==> src/rtl/buck_pwm_pkg.sv <==
// Shared types and helpers for the buck converter gate-drive generator.
package buck_pwm_pkg;

    localparam int DEF_CNT_WIDTH = 16;

    typedef enum logic [1:0] {
        IDLE       = 2'd0,
        SOFT_START = 2'd1,
        RUN        = 2'd2,
        DRAIN      = 2'd3
    } state_t;

    // A period shorter than MIN_OFF+1 cannot hold even one on-cycle plus the
    // mandatory off-time, so it is stretched.
    function automatic logic [31:0] clamp_period(input logic [31:0] period,
                                                 input logic [31:0] min_off);
        return (period < min_off + 32'd1) ? (min_off + 32'd1) : period;
    endfunction

    // On-time is limited so every period keeps at least MIN_OFF low cycles.
    function automatic logic [31:0] clamp_duty(input logic [31:0] duty,
                                               input logic [31:0] period,
                                               input logic [31:0] min_off);
        return (duty > period - min_off) ? (period - min_off) : duty;
    endfunction

endpackage

==> src/rtl/buck_pwm_ctrl_counter.sv <==
// Period counter: holds cnt and the active period, flags the wrap cycle.
module pwm_period_counter
    import buck_pwm_pkg::*;
#(
    parameter int CNT_WIDTH  = DEF_CNT_WIDTH,
    parameter int DEF_PERIOD = 200
) (
    input  logic                 clk,
    input  logic                 rst,
    input  logic                 run,
    input  logic                 load,
    input  logic [CNT_WIDTH-1:0] load_val,
    output logic [CNT_WIDTH-1:0] cnt,
    output logic [CNT_WIDTH-1:0] cnt_next,
    output logic                 wrap
);

    logic [CNT_WIDTH-1:0] period_act;

    // Wrap on the last count of the period; the >= keeps cnt bounded even if
    // the period register were ever below the running count.
    always_comb begin
        wrap = run && (cnt >= period_act - CNT_WIDTH'(1));
        if (!run || wrap) begin
            cnt_next = '0;
        end else begin
            cnt_next = cnt + CNT_WIDTH'(1);
        end
    end

    // Counter and period register; a new period is only ever loaded at a wrap or while idle.
    always_ff @(posedge clk) begin
        if (rst) begin
            cnt        <= '0;
            period_act <= CNT_WIDTH'(DEF_PERIOD);
        end else begin
            cnt <= cnt_next;
            if (load) begin
                period_act <= load_val;
            end
        end
    end

endmodule

==> src/rtl/buck_pwm_ctrl.sv <==
// Gate-drive PWM generator for the buck plant: soft-start ramp, shadowed
// period/duty config applied at period boundaries, drain-to-idle on disable.
module buck_pwm_ctrl
    import buck_pwm_pkg::*;
#(
    parameter int CNT_WIDTH  = DEF_CNT_WIDTH,
    parameter int DEF_PERIOD = 200,
    parameter int DEF_DUTY   = 100,
    parameter int SS_STEP    = 10,
    parameter int MIN_OFF    = 2
) (
    input  logic                 clk,
    input  logic                 rst,
    input  logic                 en,
    input  logic                 cfg_valid,
    output logic                 cfg_ready,
    input  logic [CNT_WIDTH-1:0] cfg_period,
    input  logic [CNT_WIDTH-1:0] cfg_duty,
    output logic                 gate,
    output logic                 period_start,
    output logic                 ss_done,
    output logic [CNT_WIDTH-1:0] cnt
);

    state_t               state, state_d;
    logic [CNT_WIDTH-1:0] duty_tgt, duty_tgt_d;
    logic [CNT_WIDTH-1:0] duty_eff, duty_eff_d;
    logic [CNT_WIDTH-1:0] pend_period, pend_duty;
    logic                 pend_vld, pend_vld_d;
    logic [CNT_WIDTH-1:0] cnt_next, new_period;
    logic                 wrap, capture, apply, run;
    logic                 gate_d, period_start_d;
    logic [31:0]          per_clamped, duty_clamped, ss_sum, ss_clamped;

    assign run = (state != IDLE);

    pwm_period_counter #(
        .CNT_WIDTH  (CNT_WIDTH),
        .DEF_PERIOD (DEF_PERIOD)
    ) u_counter (
        .clk      (clk),
        .rst      (rst),
        .run      (run),
        .load     (apply),
        .load_val (new_period),
        .cnt      (cnt),
        .cnt_next (cnt_next),
        .wrap     (wrap)
    );

    // Shadow slot: capture on handshake, apply at the wrap (or straight away when idle).
    always_comb begin
        capture      = cfg_valid && cfg_ready;
        apply        = pend_vld && (wrap || (state == IDLE));
        per_clamped  = clamp_period(32'(pend_period), 32'(MIN_OFF));
        duty_clamped = clamp_duty(32'(pend_duty), per_clamped, 32'(MIN_OFF));
        new_period   = CNT_WIDTH'(per_clamped);
        duty_tgt_d   = apply ? CNT_WIDTH'(duty_clamped) : duty_tgt;
        if (capture) begin
            pend_vld_d = 1'b1;
        end else if (apply) begin
            pend_vld_d = 1'b0;
        end else begin
            pend_vld_d = pend_vld;
        end
    end

    // Next state, effective duty, and the registered-output next values.
    always_comb begin
        state_d    = state;
        duty_eff_d = duty_eff;
        ss_sum     = 32'(duty_eff) + 32'(SS_STEP);
        ss_clamped = (ss_sum < 32'(duty_tgt_d)) ? ss_sum : 32'(duty_tgt_d);
        case (state)
            IDLE: begin
                if (en) begin
                    state_d    = SOFT_START;
                    duty_eff_d = '0;
                end
            end
            SOFT_START: begin
                if (!en) begin
                    state_d = DRAIN;
                end else if (wrap) begin
                    duty_eff_d = CNT_WIDTH'(ss_clamped);
                    if (ss_clamped == 32'(duty_tgt_d)) begin
                        state_d = RUN;
                    end
                end
            end
            RUN: begin
                if (!en) begin
                    state_d = DRAIN;
                end else if (wrap) begin
                    duty_eff_d = duty_tgt_d;
                end
            end
            DRAIN: begin
                if (wrap) begin
                    state_d = IDLE;
                end
            end
            default: state_d = IDLE;
        endcase
        // Outputs are computed from next-cycle values so gate, cnt and
        // period_start line up once registered.
        gate_d         = ((state_d == SOFT_START) || (state_d == RUN)) && (cnt_next < duty_eff_d);
        period_start_d = (state_d != IDLE) && (cnt_next == '0);
    end

    // State register.
    always_ff @(posedge clk) begin
        if (rst) begin
            state <= IDLE;
        end else begin
            state <= state_d;
        end
    end

    // Shadow/target registers and registered outputs.
    always_ff @(posedge clk) begin
        if (rst) begin
            duty_tgt     <= CNT_WIDTH'(DEF_DUTY);
            duty_eff     <= '0;
            pend_vld     <= 1'b0;
            pend_period  <= '0;
            pend_duty    <= '0;
            cfg_ready    <= 1'b1;
            gate         <= 1'b0;
            period_start <= 1'b0;
            ss_done      <= 1'b0;
        end else begin
            duty_tgt     <= duty_tgt_d;
            duty_eff     <= duty_eff_d;
            pend_vld     <= pend_vld_d;
            cfg_ready    <= !pend_vld_d;
            gate         <= gate_d;
            period_start <= period_start_d;
            ss_done      <= (state_d == RUN);
            if (capture) begin
                pend_period <= cfg_period;
                pend_duty   <= cfg_duty;
            end
        end
    end

endmodule

==> config.mk <==
export PLATFORM = sky130hd
export DESIGN_NAME = buck_pwm_ctrl
export DESIGN_NICKNAME = d
export VERILOG_FILES = /design/src/rtl/buck_pwm_pkg.sv /design/src/rtl/buck_pwm_ctrl_counter.sv /design/src/rtl/buck_pwm_ctrl.sv
export SDC_FILE = /design/constraint.sdc
export NUM_CORES = 1
export LEC_CHECK = 0
export CORE_MARGIN = 10
export CORE_UTILIZATION = 50
export DETAILED_ROUTE_END_ITERATION = 16
export GPL_TIMING_DRIVEN = 0
export HOLD_SLACK_MARGIN = 0.08
export PLACE_DENSITY_LB_ADDON = 0.3
export SYNTH_ARGS = -nofsm -noshare
export SYNTH_HDL_FRONTEND = slang
export SYNTH_SLANG_ARGS = --single-unit
==> constraint.sdc <==
create_clock -name clk -period 9.7 [get_ports clk]
set_clock_uncertainty 0.2 [all_clocks]
set_input_delay 2.91 -clock clk [delete_from_list [all_inputs] [get_ports clk]]
set_output_delay 2.91 -clock clk [all_outputs]
set_load 0.005 [all_outputs]
==> impl_metrics.py <==
metrics = {
    "setup_path": {
        "cp-end-kind": "flip-flop",
        "start_kind": "flip-flop",
        "slowest_stage": "mux2i_1",
        "cp.arrival_ns": 9.22,
        "crit_required_ns": 9.79,
        "crit_type": "flip-flop to flip-flop",
        "worst-r2r-cell-count": 35,
        "critical_path.max_fanout": 10,
        "cp_common_cell": "ha_1",
        "critical_path.max_stage_delay_ns": 0.59,
        "r2r-start": "pend_period[2]",
        "r2r-end": "gate",
        "crit_end": "gate",
        "ff2ff_setup_slack_ns": 0.57,
        "setup.worst_path.start": "pend_period[2]",
    },
    "place": {
        "preCtsSetupSlack_ns": 0.581,
        "port_buffers": 54,
        "routabilityCongestion": 0.988,
        "hpwl_mm": 17.5,
    },
    "grt": {
        "grt_pass1_wl_mm": 34.9,
        "grt_pass1_vias": 6659,
        "grt_max_degree": 16,
        "antenna_found_initial": 0,
        "grt-ovfl-total": 0,
        "grt_usage_pct": 21.3,
    },
    "timing": {
        "fin_ws_ns": 0.572,
        "worst_pin_slew_ns": 0.863,
        "rsz0062_at_grt": "false",
        "slew_headroom_pct": 41.8,
        "setup_viol": 0,
        "hold_viol_final": 0,
        "period_needed_ns": 9.13,
        "tns_ns": 0,
        "hold_ws_ns": 0.282,
        "period_share_pct": 94.1,
        "slew_viol_final": 0,
        "max_freq_mhz": 110,
    },
    "floorplanning": {
        "fp-row-count": 44,
        "dieWidth_um": 142,
        "start_util_pct": 51.1,
        "dieArea_mm2": 0.0202,
        "io_pins": 56,
        "die_h_um": 142,
        "core_region_area_mm2": 0.0146,
    },
    "yosys": {
        "yosys.area.top_type": "dfxtp_1",
        "synth.distinct_cells": 88,
        "synth_area_leaders": "dfxtp_1 28%, ha_1 11%, nand2_1 7.8%",
        "synth_top_family_by_area": "simple AND/OR/NAND/NOR gates",
        "synthAdderAreaFrac_pct": 11.4,
        "synth_mux_area_share_pct": 4.43,
        "yosys.area.top_type_share_pct": 27.7,
        "ys_seq_area_share_pct": 27.7,
        "synth-simple-area-share_pct": 23.9,
        "synthFlopType": "dfxtp_1",
        "synth_edf_count": 0,
        "synth_compound_area_share_pct": 20.7,
        "synth.yosys.warnings": 0,
        "yosysMostFrequentCell": "nand2_1",
        "synthXorXnorAreaFrac_pct": 6.82,
        "synthesis.area_mm2": 0.00745,
        "ys_seq_elements": 103,
        "synthArstFlopShare_pct": 0,
        "synth_fp_nets": 1048,
        "avgSynthCellArea_um2": 7.90,
        "syn-instance-count": 944,
        "synth_common_cells": "154 x nand2_1, 103 x dfxtp_1, 87 x a21oi_1, 87 x nor2_1, 68 x ha_1",
    },
    "flow_run": {
        "cap_violations": 0,
    },
    "clock_network": {
        "h-tree-depth": 3,
        "clk_path_buf_depth": 2,
        "clock_latency_ns": 0.36,
        "ctsResizeCount": 0,
        "post_cts_buffers": 0,
        "cts_tree": "yes",
        "hold_buffers": 0,
        "cts_made_buffers": 9,
        "cts.sink_count": 103,
        "clk_pin_slew_ns": 0.07,
        "cts_root_buffer": "clkbuf_16",
    },
    "cells_and_area": {
        "antenna_cells": 0,
        "area_delta_synth_final_pct": 14.3,
        "drive_gt1_share_pct": 6.81,
        "final_core_utilization_pct": 58.4,
        "nets": 1113,
    },
    "power": {
        "p_leak_uw": 0.00347,
        "powerDensity_mw_per_mm2": 135,
        "total_power_uw": 1150,
        "vdd_drop_max_mv": 0.108,
    },
    "routing": {
        "drt-total-wl_mm": 21.9,
        "drc": 0,
        "vias": 7255,
        "via_per_inst": 6.06,
        "drt_iter0_markers": 644,
        "drt-pass1-iter-count": 7,
        "ant_nets": 0,
        "routedWlPerCell_um": 18.3,
    },
    "outcome": {
        "status": "completed",
    },
    "worst_hold_path": {
        "hold_class": "flip-flop to flip-flop",
    },
}
[worst max-delay path, delay by kind of cell (launching register included)]
kind	cells	cell delay, ns
xor+xnor	1	0.35
flops	1	0.45
buf+inv	4	0.90
simple gates	13	3.24
fa+ha+maj	4	1.10
compound gates	10	1.73
mux	3	1.06
[kinds of logic (layout without fill, tap and decap cells)]
kind of cell	after synthesis	after routing
AO/OA/AOI/OAI	228	228
flip-flops	103	103
buffers and inverters	86	155
multiplexers	29	29
XOR/XNOR	58	58
adder cells (fa/ha/maj)	68	68
AND/OR/NAND/NOR	372	372
[how the worst min path moves through the flow]
stage          depth (start not counted)         start      endpoint
2_1_floorplan                          2  pend_duty[9]  pend_duty[9]
3_3_place_gp                           2  pend_duty[1]  pend_duty[1]
3_5_place_dp                           2  pend_duty[1]  pend_duty[1]
4_1_cts                                2  pend_duty[1]  pend_duty[1]
5_1_grt                                2  pend_duty[1]  pend_duty[1]
6_report                               2  pend_duty[1]  pend_duty[1]
[layout make-up]
type                       count  area (µm²)
clock buffer                  13         270
fill                        1373        6070
inverter                      46         173
tap                          184         230
clock inverter                 2        15.0
timing repair buffer          54         541
multi-input combinational    755        5030
sequential                   103        2060
buffer                        40         199
[flip-flops by register name (all words and copies together), names as in the netlist]
register	flops
duty_eff	16
pend_duty	16
pend_vld	1
period_start	1
gate	1
pend_period	16
ss_done	1
u_counter.period_act	16
cfg_ready	1
state	2
duty_tgt	16
u_counter.cnt	16
[cell usage in the layout, fill, tap and decap left out, drive strengths merged, types with 5 or more instances in the layout]
master         count
inv               45
a211oi             8
a21o              11
a31oi              7
nand4             17
ha                68
o21ai             30
or3                5
o211ai             8
nor2b              7
o31a               5
mux2i             16
nand2            156
a21oi             88
nand2b             7
xor2              33
o221ai             5
nand3             19
nor3              26
xnor2             25
and2              12
nor4              10
buf                7
o21a               8
clkdlybuf4s50     54
and3              10
nor2              88
o22ai             12
mux2              13
clkbuf            46
o211a              5
dfxtp            103
[report_power, final]
group / internal (µW) / leakage (µW) / switching (µW) / total, µW
sequential: 441 / 0.000838 / 20.7 / 462
clock: 194 / 0.000134 / 162 / 356
combinational: 135 / 0.00250 / 199 / 334
total: 770 / 0.00347 / 382 / 1150
[routing by layer]
metal  up-vias  share of wire (%)  track usage (%)  routed length [µm]
li1       3503                  -                -                   -
met1      3451                 45             28.4                9860
met2       254                 46             33.5               10000
met3        47                6.3             3.50                1380
met4         0                2.9             8.66                 639
met5         -                  0                0                   0
[stage by stage]
| stage | instance area, µm² | instances |
|---|---|---|
| 5_1_grt | 8520 | 1197 |
| 3_3_place_gp | 8220 | 1182 |
| 3_5_place_dp | 8220 | 1182 |
| 2_1_floorplan | 7450 | 944 |
| 6_report | 8520 | 1197 |
| 4_1_cts | 8510 | 1197 |
Note: power is estimated with default switching activity, not from simulation.
